==> config.mk <==
export PLATFORM = sky130hd
export DESIGN_NAME = sinc_ctrl
export DESIGN_NICKNAME = d
export VERILOG_FILES = /design/src/rtl/sinc_ctrl.sv
export SDC_FILE = /design/constraint.sdc
export NUM_CORES = 1
export LEC_CHECK = 0
export ABC_AREA = 1
export ABC_CLOCK_PERIOD_IN_PS = 2100
export CORE_UTILIZATION = 45
export DETAILED_ROUTE_END_ITERATION = 16
export GPL_TIMING_DRIVEN = 0
export PLACE_DENSITY = 0.81
export SLEW_MARGIN = 20
export SYNTH_ARGS = -nofsm -noshare
export SYNTH_HDL_FRONTEND = slang
export SYNTH_SLANG_ARGS = --single-unit
==> constraint.sdc <==
create_clock -name i_clk -period 2.1 [get_ports i_clk]
set_input_delay 0.315 -clock i_clk [delete_from_list [all_inputs] [get_ports i_clk]]
set_output_delay 0.315 -clock i_clk [all_outputs]
set_load 0.1 [all_outputs]
==> src/rtl/sinc_ctrl.sv <==
// Sequencer for a sinc1/sinc2/sinc3 decimation filter bank: generates sample and
// decimation enables, discards settling outputs, and hands results to a consumer.
module sinc_ctrl #(
    parameter int W = 16
) (
    input  logic         i_clk,
    input  logic         i_rst,
    input  logic         i_start,
    input  logic         i_stop,
    input  logic [1:0]   i_sdiv_sel,
    input  logic [1:0]   i_osr_sel,
    input  logic [1:0]   i_ord_sel,
    input  logic [W-1:0] i_flt_din1,
    input  logic [W-1:0] i_flt_din2,
    input  logic [W-1:0] i_flt_din3,
    input  logic         i_dout_ready,
    output logic         o_fs_en,
    output logic         o_bw_en,
    output logic         o_flt_clr,
    output logic [W-1:0] o_dout,
    output logic         o_dout_valid,
    output logic         o_ovf,
    output logic         o_busy
);

    typedef enum logic [1:0] {
        ST_IDLE   = 2'd0,
        ST_SETTLE = 2'd1,
        ST_RUN    = 2'd2
    } state_t;

    state_t       r_state;
    state_t       w_state_nxt;

    logic [2:0]   r_sdiv_m1;
    logic [6:0]   r_osr_m1;
    logic [1:0]   r_k;
    logic [2:0]   r_div_cnt;
    logic [6:0]   r_dec_cnt;
    logic [1:0]   r_disc_cnt;
    logic         r_cap;

    logic         r_fs_en;
    logic         r_bw_en;
    logic         r_flt_clr;
    logic [W-1:0] r_dout;
    logic         r_dout_valid;
    logic         r_ovf;
    logic         r_busy;

    logic         w_busy;
    logic         w_restart;
    logic         w_cont;
    logic         w_cap;
    logic         w_cap_run;
    logic         w_xfer;
    logic         w_div_wrap;
    logic         w_dec_wrap;
    logic         w_fs_nxt;
    logic         w_bw_nxt;
    logic [W-1:0] w_sel_din;

    logic         w_flt_clr_nxt;
    logic         w_busy_nxt;
    logic         w_dout_valid_nxt;
    logic         w_ovf_nxt;
    logic [W-1:0] w_dout_nxt;

    function automatic logic [2:0] f_sdiv_m1(input logic [1:0] sel);
        case (sel)
            2'b00:   return 3'd0;
            2'b01:   return 3'd1;
            2'b10:   return 3'd3;
            default: return 3'd7;
        endcase
    endfunction

    function automatic logic [6:0] f_osr_m1(input logic [1:0] sel);
        case (sel)
            2'b00:   return 7'd15;
            2'b01:   return 7'd31;
            2'b10:   return 7'd63;
            default: return 7'd127;
        endcase
    endfunction

    // stop always wins over start; a start while busy is a full restart
    assign w_busy     = (r_state != ST_IDLE);
    assign w_restart  = i_start & ~i_stop;
    assign w_cont     = w_busy & ~i_start & ~i_stop;
    assign w_cap      = r_cap & w_cont;
    assign w_cap_run  = w_cap & (r_state == ST_RUN);
    assign w_xfer     = r_dout_valid & i_dout_ready;
    assign w_div_wrap = (r_div_cnt == r_sdiv_m1);
    assign w_dec_wrap = (r_dec_cnt == r_osr_m1);
    assign w_fs_nxt   = w_cont & w_div_wrap;
    assign w_bw_nxt   = w_fs_nxt & w_dec_wrap;

    always_ff @(posedge i_clk) begin
        // NOTE: sequential state uses non-blocking (<=) so every flop samples pre-edge values.
        if (i_rst) r_state <= ST_IDLE;
        else       r_state <= w_state_nxt;
    end

    always_comb begin
        // NOTE: default assignment first so no path leaves the signal unassigned (no latch).
        w_state_nxt = r_state;
        case (r_state)
            ST_IDLE: begin
                if (w_restart) w_state_nxt = ST_SETTLE;
            end
            default: begin
                if (i_stop)
                    w_state_nxt = ST_IDLE;
                else if (i_start)
                    w_state_nxt = ST_SETTLE;
                else if (r_state == ST_SETTLE && w_cap && r_disc_cnt == r_k - 2'd1)
                    w_state_nxt = ST_RUN;
            end
        endcase
    end

    always_comb begin
        case (r_k)
            2'd2:    w_sel_din = i_flt_din2;
            2'd3:    w_sel_din = i_flt_din3;
            default: w_sel_din = i_flt_din1;
        endcase
        w_flt_clr_nxt    = w_restart;
        w_busy_nxt       = (w_state_nxt != ST_IDLE);
        w_dout_valid_nxt = w_cap_run | (r_dout_valid & ~w_xfer);
        w_dout_nxt       = w_cap_run ? w_sel_din : r_dout;
        // an unconsumed result being overwritten is an overrun
        w_ovf_nxt        = ~w_restart & (r_ovf | (w_cap_run & r_dout_valid & ~i_dout_ready));
    end

    always_ff @(posedge i_clk) begin
        if (i_rst) begin
            r_sdiv_m1  <= '0;
            r_osr_m1   <= '0;
            r_k        <= 2'd1;
            r_div_cnt  <= '0;
            r_dec_cnt  <= '0;
            r_disc_cnt <= '0;
            r_cap      <= 1'b0;
        end else if (w_restart) begin
            r_sdiv_m1  <= f_sdiv_m1(i_sdiv_sel);
            r_osr_m1   <= f_osr_m1(i_osr_sel);
            r_k        <= (i_ord_sel == 2'b00) ? 2'd1 : i_ord_sel;
            r_div_cnt  <= '0;
            r_dec_cnt  <= '0;
            r_disc_cnt <= '0;
            r_cap      <= 1'b0;
        end else if (w_cont) begin
            r_div_cnt <= w_div_wrap ? 3'd0 : r_div_cnt + 3'd1;
            if (w_fs_nxt)
                r_dec_cnt <= w_dec_wrap ? 7'd0 : r_dec_cnt + 7'd1;
            // filters update on bw_en, so the result is captured one cycle later
            r_cap <= r_bw_en;
            if (w_cap && r_state == ST_SETTLE)
                r_disc_cnt <= r_disc_cnt + 2'd1;
        end else begin
            r_cap <= 1'b0;
        end
    end

    always_ff @(posedge i_clk) begin
        if (i_rst) begin
            r_fs_en      <= 1'b0;
            r_bw_en      <= 1'b0;
            r_flt_clr    <= 1'b0;
            r_dout       <= '0;
            r_dout_valid <= 1'b0;
            r_ovf        <= 1'b0;
            r_busy       <= 1'b0;
        end else begin
            r_fs_en      <= w_fs_nxt;
            r_bw_en      <= w_bw_nxt;
            r_flt_clr    <= w_flt_clr_nxt;
            r_dout       <= w_dout_nxt;
            r_dout_valid <= w_dout_valid_nxt;
            r_ovf        <= w_ovf_nxt;
            r_busy       <= w_busy_nxt;
        end
    end

    assign o_fs_en      = r_fs_en;
    assign o_bw_en      = r_bw_en;
    assign o_flt_clr    = r_flt_clr;
    assign o_dout       = r_dout;
    assign o_dout_valid = r_dout_valid;
    assign o_ovf        = r_ovf;
    assign o_busy       = r_busy;

endmodule

Word-level counts from Yosys, hierarchy flattened --
Index checks and enable logic that the tools add are counted.
Cells by class: add/sub/neg operators 4, multipliers 0, divide/modulo/power cells 0, magnitude comparators 0, equal/unequal tests 11, shifts and indexed selects 0, multiplexer cells 11, bitwise gates (word level) 20, reductions and logical operators 12
Operators by type and width (number):
- $pmux W16 S2 | 1
- $pmux W7 S3 | 1
- $and A1 B1 Y1 | 12
- $mux W2 | 6
- $eq A2 B2 Y1 const B | 5
- $pmux W3 S3 | 1
- $logic_not A2 Y1 | 4
- $add A7 B1 Y7 const B | 1
- $eq A7 B7 Y1 | 1
- $mux W7 | 1
- $eq A2 B1 Y1 const B | 3
- $not A1 Y1 | 6
- $reduce_and A2 Y1 | 2
- $reduce_bool A2 Y1 | 2
- $add A3 B1 Y3 const B | 1
- $eq A3 B3 Y1 | 1
- $mux W3 | 1
- $reduce_or A3 Y1 | 1
- $add A2 B1 Y2 const B | 1
- $eq A2 B2 Y1 | 1
- $logic_and A1 B1 Y1 | 2
- $or A1 B1 Y1 | 2
- $reduce_or A2 Y1 | 1
- $sub A2 B1 Y2 const B | 1
Storage, ports and cells: register bits 49, bits in latches 0, memory bits (writable) 0, ROM bits 0, input bits 59, output and inout bits 22, logic and storage cells 73, memories kept 0

Logic depth before layout (Yosys ltp) --
Gate-level depths: netlist (run 1).
depth after elaboration 11, depth in mapped cells 10, gate-level depth less buffers 10

Worst setup path after synthesis (run 1) --
OpenSTA, ideal clock, no wires.
path type flip-flop to flip-flop, start register r_k[0], end register r_dout[10] (netlist: o_dout[10]), setup time 70 ps, arrival 1335 ps, data required time 2030 ps, path slack 695 ps, cell stages (with the launch flop) 10, buffers on the path 2, period minus slack after synthesis 1405 ps, path through dfxtp_1 -> inv_1 -> ha_1 -> buf_2 -> inv_1 -> buf_2 -> nand3_1 -> nand3_1 -> nand2_2 -> a21oi_2
Between the ends: cells in the longest elaborated chain, start to end 2, elaborated cells between the ends (all ways) 3, classes of those cells eq/ne: 2; mux: 1
Ends and longest elaborated chain:
- from (decl) | RTL line 37 | logic [1:0] r_k;
- from (signal assigned) | RTL line 149 | r_k <= (i_ord_sel == 2'b00) ? 2'd1 : i_ord_sel;
- $eq A2 B2 Y1 | RTL line 124 | case (r_k)
- $pmux W16 S2 (*) | RTL line 124
- to (signal assigned) | RTL line 180 | r_dout <= w_dout_nxt;
- to (decl) | RTL line 46 | logic [W-1:0] r_dout;
Mark *: on every way between the ends. The rest lies on a longest branch, timed or not. A chain may end at the register's enable or synchronous reset.

Worst setup path in the final report (run 1) --
start register r_flt_clr (netlist: o_flt_clr), end output port o_flt_clr
RTL lines:
- from (decl) | RTL line 45 | logic r_flt_clr;
- from (signal assigned) | RTL line 179 | r_flt_clr <= w_flt_clr_nxt;
- to (decl) | RTL line 19 | output logic o_flt_clr,
No word-level cell between the ends.

==> results.sh, run 1 <==
export IMPL_status="completed"
export IMPL_grt_start_max_net_pins=14
export IMPL_ys_seq_area_share_pct=39.1
export IMPL_nNetsFinal=481
export IMPL_ys_top_cells_by_count="nand2_1 (102), dfxtp_1 (46), nand3_1 (44), inv_1 (30), nor2_1 (21)"
export IMPL_setup_tns_ns=0
export IMPL_fin_worst_skew_ns=0.00659
export IMPL_switching_share_pct=24.1
export IMPL_gp_congestion=0.869
export IMPL_htree_num_levels=2
export IMPL_ys_flop_type="dfxtp_1"
export IMPL_setup_slack_ns=0.0546
export IMPL_die_width_um=74.3
export IMPL_ir_worst_vdd_v=0.000458
export IMPL_hold_viol=0
export IMPL_internal_power_w=0.00129
export IMPL_async_flop_share_pct=0
export IMPL_min_path_type="in2reg"
export IMPL_max_cap_violations=0
export IMPL_synth_edf_count=0
export IMPL_cp_max_fo=1
export IMPL_power_frac_clock_pct=31.9
export IMPL_drc=0
export IMPL_syn_inst=332
export IMPL_post_cts_resized=6
export IMPL_yosys_area_share_simple_pct=36.7
export IMPL_synth_fa_ha_area_share_pct=2.13
export IMPL_power_leakage_nw=1.56
export IMPL_dp_hpwl_um=4670
export IMPL_tightest_slew_ns=1.01
export IMPL_cp_top_family="buffers and inverters"
export IMPL_yosysUniqueCellTypes=32
export IMPL_grt_pass1_wl_um=9900
export IMPL_setup_worst_path_start="o_flt_clr"
export IMPL_setup_worst_path_class="reg2out"
export IMPL_wl_per_cell_um=12.4
export IMPL_die_h_um=74.3
export IMPL_power_frac_comb_pct=15.2
export IMPL_clock_latency_ns=0.29
export IMPL_path_buf_inv=1
export IMPL_synth_area_top_cells="dfxtp_1 (39%), nand2_1 (16%), nand3_1 (9.4%), inv_1 (4.8%), a21oi_2 (3.3%)"
export IMPL_first_pass_iters=5
export IMPL_cts_root_buf="clkbuf_8"
export IMPL_p_seq_share_pct=52.8
export IMPL_ys_seq_elements=46
export IMPL_initial_core_util_pct=48.3
export IMPL_rows=25
export IMPL_end_kind="output port"
export IMPL_pre_cts_ws_ns=0.241
export IMPL_cts_buffers=5
export IMPL_max_slew_margin_rel_pct=32.7
export IMPL_area_growth_pct=42.1
export IMPL_crit_path_top_delay_cell="clkdlybuf4s50_1"
export IMPL_critPathArrivalTime_ns=1.73
export IMPL_syn_num_nets=395
export IMPL_grt_ovfl_total=0
export IMPL_ctsHoldBuffers=0
export IMPL_io_buffer_count=79
export IMPL_die_area_um2=5530
export IMPL_yosysTopAreaCell="dfxtp_1"
export IMPL_layout_drive_gt1_share_pct=10.5
export IMPL_dp_cells=478
export IMPL_synth_top_area_share_pct=39.1
export IMPL_placed_cell_area_um2=3230
export IMPL_synthMuxAreaShare_pct=0
export IMPL_cellPowerDensity_nw_per_um2=506
export IMPL_core_area_um2=4880
export IMPL_post_synth_top_count_cell="nand2_1"
export IMPL_p_switching_w=0.000407
export IMPL_synth_area_per_cell_um2=7.09
export IMPL_drt_iter0_drc=156
export IMPL_cp_start_kind="register"
export IMPL_synth_top_family_by_area="simple AND/OR/NAND/NOR gates"
export IMPL_worst_hold_startpoint="i_rst"
export IMPL_wl_um=6020
export IMPL_setup_viol=0
export IMPL_cts_sinks=46
export IMPL_antenna_left=0
export IMPL_grt_pass1_vias=2247
export IMPL_crit_chain="clkdlybuf4s50_1"
export IMPL_timing_final_crit_share_pct=97.4
export IMPL_slowest_delay_ns=1.12
export IMPL_antenna_found_initial=0
export IMPL_cp_required_ns=1.78
export IMPL_antennaDiodeCount=0
export IMPL_viasPerCell=4.91
export IMPL_clockBufferDepth=2
export IMPL_reg2reg_from="r_k[0]"
export IMPL_ioPinCount=81
export IMPL_postCtsSetupRepairBufs=0
export IMPL_yosys_warnings=0
export IMPL_cts_tree="yes"
export IMPL_grt_util_all_layers_pct=23.3
export IMPL_finalNonFillerCells=486
export IMPL_netlist_area_um2=2350
export IMPL_final_area_um2=3350
export IMPL_synth_compound_area_share_pct=10.8
export IMPL_rsz0062_at_grt="no"
export IMPL_layout_min_cycle_time_ns=2.05
export IMPL_num_vias=2384
export IMPL_clk_pin_slew_worst_paths_ns=0.08
export IMPL_fmax_ghz=0.489
export IMPL_synth_xor_area_share_pct=2.98
export IMPL_drv_slew=0
## power groups by stage
stage                     Clock [W]  Combinational (W)  Sequential [W]
final                      0.000541           0.000258        0.000895
after CTS                  0.000558           0.000259        0.000895
after floorplan                   0           0.000103        0.000929
after detailed placement          0           0.000258        0.000915
after global routing       0.000594           0.000281        0.000897
after global placement            0           0.000254        0.000914
## through the flow
stage                     power (W)  utilization, %  hold slack, ns
after floorplan             0.00103               -           0.434
after global placement      0.00117            66.2           0.440
after detailed placement    0.00117            66.2           0.453
after CTS                   0.00171            67.9           0.450
after global routing        0.00177            68.6           0.482
final                       0.00169            68.6           0.454
## layout make-up
cell class	instances	area, um2
fillers	419	1530
clock buffers	7	86.3
clock inverters	1	5.00
plain buffers	11	66.3
inverters	33	129
well taps	67	83.8
flip-flops and latches	46	921
multi-input cells	242	1240
repair buffers	79	816
## logic make-up (layout without fill, tap and decap cells)
group,after synthesis,in the layout
buf+inv,44,131
xor+xnor,8,8
fa+ha+maj,4,4
simple gates,190,190
compound gates,40,40
flops,46,46
## path summary, 6_finish.rpt
kind	end	slack (ns)	cells after the start
setup / recovery	o_flt_clr	0.05	1
hold reg to reg	r_cap	0.46	2
hold / removal	o_dout_valid	0.45	3
setup reg to reg	o_dout[10]	0.41	9
## placed cells by master (no fill, tap or decap), drive strengths merged
| master | synthesis | routed |
|---|---|---|
| a32o | 2 | 2 |
| xnor2 | 4 | 4 |
| o21ai | 12 | 12 |
| clkinv | 0 | 1 |
| dlygate4sd2 | 0 | 6 |
| nand2 | 113 | 113 |
| o21a | 1 | 1 |
| a21oi | 24 | 24 |
| inv | 33 | 33 |
| a22o | 1 | 1 |
| clkbuf | 4 | 11 |
| clkdlybuf4s50 | 0 | 60 |
| nand3 | 45 | 45 |
| dfxtp | 46 | 46 |
| nand3b | 1 | 1 |
| xor2 | 4 | 4 |
| nor3 | 2 | 2 |
| nand4 | 2 | 2 |
| nor2 | 27 | 27 |
| dlymetal6s2s | 0 | 13 |
| ha | 4 | 4 |
| buf | 7 | 7 |
## sequential cells by signal (all words and copies together), names as in the netlist
name	cells
o_bw_en	1
o_fs_en	1
o_dout_valid	1
r_div_cnt	3
r_disc_cnt	2
r_k	2
r_osr_m1	4
o_ovf	1
r_cap	1
r_dec_cnt	7
o_flt_clr	1
r_state	2
o_dout	16
o_busy	1
r_sdiv_m1	3
## routing by layer
metal	global-route usage [%]	up-vias	wire length, um
li1	-	1238	-
met1	27.5	1077	2630
met2	42.2	55	3060
met3	4.34	14	199
met4	8.18	0	124
met5	0	-	0
Note: power is estimated with default switching activity, not from simulation.
==> run 2: changes to the inputs <==
--- a/config.mk
+++ b/config.mk
@@ -11,6 +11,7 @@
 export DETAILED_ROUTE_END_ITERATION = 16
 export GPL_TIMING_DRIVEN = 0
 export PLACE_DENSITY = 0.81
+export SETUP_SLACK_MARGIN = 0.05
 export SLEW_MARGIN = 20
 export SYNTH_ARGS = -nofsm -noshare
 export SYNTH_HDL_FRONTEND = slang
==> run 2 against run 1 <==
Cell area fell by 1.3%. Flip-flop and latch count is the same. Clock-buffer cell count unchanged. Total power down 0.15%. Clock power about the same. Setup slack gained 0.22 ns. Wire length shrank 1.2%. Core utilization down 0.92 points. Combinational power hardly changed. Critical path type unchanged. Largest cell class unchanged.
==> results.sh, run 2 (same netlist as run 1, synthesis figures left out) <==
export IMPL_grt_start_max_net_pins=14
export IMPL_antenna_found_initial=0
export IMPL_final_area_um2=3300
export IMPL_slowest_delay_ns=0.88
export IMPL_end_kind="output port"
export IMPL_setup_worst_path_class="reg2out"
export IMPL_setup_viol=0
export IMPL_tightest_slew_ns=1.01
export IMPL_final_common_cell="nand2_1"
export IMPL_hold_worst_slack_ns=0.454
export IMPL_cp_start_kind="register"
export IMPL_core_area_um2=4880
export IMPL_nNetsFinal=481
export IMPL_viasPerCell=4.92
export IMPL_antennaDiodeCount=0
export IMPL_crit_path_top_delay_cell="dlygate4sd2_1"
export IMPL_cts_sinks=46
export IMPL_cellPowerDensity_nw_per_um2=512
export IMPL_grt_util_all_layers_pct=23.3
export IMPL_die_area_um2=5530
export IMPL_die_h_um=74.3
export IMPL_fin_util_pct=67.6
export IMPL_dp_hpwl_um=4670
export IMPL_max_slew_margin_rel_pct=33.1
export IMPL_num_vias=2389
export IMPL_antenna_left=0
export IMPL_layout_min_cycle_time_ns=1.82
export IMPL_area_growth_pct=40.2
export IMPL_grtUsageMet3_pct=4.34
export IMPL_clk_pin_slew_worst_paths_ns=0.08
export IMPL_hold_viol=0
export IMPL_ioPinCount=81
export IMPL_fill_cells=426
export IMPL_dp_cells=478
export IMPL_fin_worst_skew_ns=0.00648
export IMPL_internal_power_w=0.00129
export IMPL_fmax_ghz=0.549
export IMPL_placed_cell_area_um2=3230
export IMPL_wl_um=5950
export IMPL_power_frac_comb_pct=15.2
export IMPL_die_width_um=74.3
export IMPL_power_frac_clock_pct=31.9
export IMPL_layout_common_cells="nand2_1 (102), clkdlybuf4s50_1 (57), dfxtp_1 (46), nand3_1 (44), inv_1 (30)"
export IMPL_cp_top_family="buffers and inverters"
export IMPL_drt_iter0_drc=145
export IMPL_max_cap_violations=0
export IMPL_cp_required_ns=1.78
export IMPL_critPathArrivalTime_ns=1.51
export IMPL_rows=25
export IMPL_initial_core_util_pct=48.3
export IMPL_finalNonFillerCells=486
export IMPL_wl_per_cell_um=12.2
export IMPL_min_path_type="in2reg"
export IMPL_clockBufferDepth=2
export IMPL_layout_drive_gt1_share_pct=10.5
export IMPL_clock_latency_ns=0.29
export IMPL_busiest_layer="met2"
export IMPL_ir_worst_vdd_v=0.000458
export IMPL_rsz0062_at_grt="no"
export IMPL_path_buf_inv=1
export IMPL_first_pass_iters=5
export IMPL_ctsHoldBuffers=0
export IMPL_cts_root_buf="clkbuf_8"
export IMPL_gr_usage_met2_pct=42.2
export IMPL_largest_reg_flops=16
export IMPL_cts_buffers=5
export IMPL_p_seq_share_pct=52.9
export IMPL_power_leakage_nw=1.42
export IMPL_cts_tree="yes"
export IMPL_drc=0
export IMPL_drv_slew=0
export IMPL_cp_max_fo=2
export IMPL_timing_final_crit_share_pct=86.7
export IMPL_grt_pass1_vias=2247
export IMPL_setup_tns_ns=0
export IMPL_crit_chain="dlygate4sd2_1"
export IMPL_grtUsageMet1_pct=27.6
export IMPL_gp_congestion=0.869
export IMPL_grt_ovfl_total=0
export IMPL_postCtsSetupRepairBufs=0
export IMPL_switching_share_pct=24.0
export IMPL_htree_num_levels=2
export IMPL_grt_pass1_wl_um=9920
export IMPL_status="completed"
export IMPL_io_buffer_count=79
export IMPL_p_switching_w=0.000406
[run 2: worst paths after layout]
| path | startpoint | to | slack, ns | depth (start not counted) |
|---|---|---|---|---|
| worst max-delay path | o_dout_valid | o_dout_valid | 0.28 | 1 |
| worst max register to register | r_k[0] | o_dout[10] | 0.43 | 9 |
| worst min-delay path | i_rst | o_dout_valid | 0.45 | 3 |
| worst min register to register | o_bw_en | r_cap | 0.46 | 2 |
[run 2: final cells by class]
type,instances,area (um2),share of cell area (%)
Buffer,11,66.3,2.01
Clock buffer,7,86.3,2.62
Clock inverter,1,5.00,0.152
Inverter,33,129,3.90
Multi-Input combinational cell,242,1240,37.5
Sequential cell,46,921,27.9
Tap cell,67,83.8,2.54
Timing Repair Buffer,79,771,23.4
[run 2: per-layer routing]
layer	vias to the layer above	part of all wire [%]
li1	1237	-
met3	10	2.8
met2	51	51
met1	1091	44
met5	-	0
met4	0	1.8
[run 2: worst min-delay path: stages]
cell and delay, ns:
clkbuf_1 0.15, inv_1 0.13, o21a_1 0.12
[run 2: power by group through the flow]
stage	clock (W)	sequential, W	combinational [W]
after CTS	0.000558	0.000895	0.000258
final	0.000540	0.000895	0.000257
after global routing	0.000594	0.000897	0.000281
after detailed placement	0	0.000915	0.000258
after global placement	0	0.000914	0.000254
after floorplan	0	0.000929	0.000103
[run 2: timing repair]
| item | in CTS | in global routing |
|---|---|---|
| pin swaps | 0 | 0 |
| endpoints found under the setup margin | 20 | 2 |
| gates resized for setup | 20 | 2 |
[run 2: metrics by stage]
| step | total power (W) | setup slack, ns |
|---|---|---|
| after CTS | 0.00171 | 0.0505 |
| after detailed placement | 0.00117 | 0.241 |
| after floorplan | 0.00103 | 0.695 |
| after global routing | 0.00177 | 0.231 |
| after global placement | 0.00117 | 0.255 |
| final | 0.00169 | 0.279 |
==> run 3: changes to the inputs <==
--- a/config.mk
+++ b/config.mk
@@ -11,6 +11,7 @@
 export DETAILED_ROUTE_END_ITERATION = 16
 export GPL_TIMING_DRIVEN = 0
 export PLACE_DENSITY = 0.81
+export RECOVER_POWER = 100
 export SETUP_SLACK_MARGIN = 0.05
 export SLEW_MARGIN = 20
 export SYNTH_ARGS = -nofsm -noshare
==> run 3 against run 2 <==
Combinational power fell by 2%. First-iteration DRC count rose by 9.0%. Flip-flop and latch count did not move. Via count fell by 0.38%. Largest power group unchanged.
==> results.sh, run 3 (same netlist as run 1, synthesis figures left out) <==
export IMPL_status="completed"
export IMPL_ioPinCount=81
export IMPL_setup_viol=0
export IMPL_first_pass_iters=5
export IMPL_htree_num_levels=2
export IMPL_wl_per_cell_um=12.2
export IMPL_min_path_type="in2reg"
export IMPL_setup_tns_ns=0
export IMPL_drv_slew=0
export IMPL_rows=25
export IMPL_core_area_um2=4880
export IMPL_hold_viol=0
export IMPL_path_buf_inv=1
export IMPL_cts_root_buf="clkbuf_8"
export IMPL_timing_final_crit_share_pct=88.0
export IMPL_cp_required_ns=1.78
export IMPL_layout_min_cycle_time_ns=1.85
export IMPL_cp_top_family="buffers and inverters"
export IMPL_die_area_um2=5530
export IMPL_num_vias=2380
export IMPL_cts_buffers=5
export IMPL_fmax_ghz=0.541
export IMPL_ctsHoldBuffers=0
export IMPL_pre_cts_ws_ns=0.241
export IMPL_end_kind="output port"
export IMPL_grtUsageMet3_pct=4.34
export IMPL_initial_core_util_pct=48.3
export IMPL_grt_ovfl_total=0
export IMPL_nNetsFinal=481
export IMPL_layout_common_cells="nand2_1 (103), clkdlybuf4s50_1 (56), dfxtp_1 (46), nand3_1 (44), inv_1 (30)"
export IMPL_wl_um=5950
export IMPL_final_common_cell="nand2_1"
export IMPL_layout_drive_gt1_share_pct=9.07
export IMPL_cts_tree="yes"
export IMPL_grtUsageMet1_pct=27.6
export IMPL_antenna_left=0
export IMPL_fin_util_pct=64.7
export IMPL_postCtsSetupRepairBufs=0
export IMPL_cts_sinks=46
export IMPL_die_h_um=74.3
export IMPL_crit_path_top_delay_cell="clkbuf_1"
export IMPL_gp_congestion=0.869
export IMPL_setup_worst_path_class="reg2out"
export IMPL_cp_start_kind="register"
export IMPL_antenna_found_initial=0
export IMPL_final_area_um2=3160
export IMPL_clock_latency_ns=0.29
export IMPL_drt_iter0_drc=158
export IMPL_grt_pass1_vias=2247
export IMPL_grt_start_max_net_pins=14
export IMPL_die_width_um=74.3
export IMPL_cp_max_fo=2
export IMPL_area_growth_pct=34.1
export IMPL_gr_usage_met2_pct=42.2
export IMPL_tightest_slew_ns=1.23
export IMPL_fin_worst_skew_ns=0.00592
export IMPL_rsz0062_at_grt="no"
export IMPL_grt_util_all_layers_pct=23.3
export IMPL_drc=0
export IMPL_placed_cell_area_um2=3230
export IMPL_cellPowerDensity_nw_per_um2=534
export IMPL_viasPerCell=4.90
export IMPL_hold_worst_slack_ns=0.441
export IMPL_setup_slack_ns=0.252
export IMPL_max_cap_violations=0
export IMPL_power_leakage_nw=1.23
export IMPL_clk_pin_slew_worst_paths_ns=0.08
export IMPL_crit_chain="clkbuf_1"
export IMPL_busiest_layer="met2"
export IMPL_critPathArrivalTime_ns=1.53
export IMPL_largest_reg_flops=16
export IMPL_max_slew_margin_rel_pct=18.1
export IMPL_dp_hpwl_um=4670
export IMPL_slowest_delay_ns=0.91
export IMPL_clockBufferDepth=2
export IMPL_ir_worst_vdd_v=0.000457
export IMPL_antennaDiodeCount=0
export IMPL_io_buffer_count=79
export IMPL_grt_pass1_wl_um=9920
## run 3: path summary, 6_finish.rpt
| check | endpoint | from | slack, ns | depth (start not counted) |
|---|---|---|---|---|
| hold / removal | o_dout_valid | i_rst | 0.44 | 3 |
| setup / recovery | o_ovf | o_ovf | 0.25 | 1 |
| setup reg to reg | o_dout[10] | r_k[0] | 0.43 | 9 |
| hold reg to reg | r_cap | o_bw_en | 0.46 | 2 |
## run 3: cell type report
class | instances | area (um2)
fillers | 451 | 1720
multi-input cells | 242 | 1210
flip-flops and latches | 46 | 921
repair buffers | 79 | 653
inverters | 33 | 129
clock buffers | 7 | 86.3
well taps | 67 | 83.8
plain buffers | 11 | 63.8
clock inverters | 1 | 5.00
## run 3: repair_timing
item	CTS	global route
resized for setup	20	2
endpoints found under the hold margin	0	0
setup endpoints to repair	20	2
## run 3: layer usage
layer	wire, um	share of wire, %
met5	0	0
met3	188	3.2
met2	2990	50
met4	138	2.3
met1	2630	44
## run 3: through the flow
| step | std cells | total power (W) |
|---|---|---|
| finish | 486 | 0.00169 |
| global route | 486 | 0.00177 |
| CTS | 486 | 0.00171 |
| global placement | 478 | 0.00117 |
| floorplan | 332 | 0.00103 |
| detailed placement | 478 | 0.00117 |
## run 3: power by group
part           leakage, nW  switching (W)  internal (W)  total (W)
Sequential           0.372      0.0000101      0.000885   0.000895
Clock               0.0482       0.000274      0.000266   0.000540
Combinational        0.810       0.000119      0.000132   0.000251
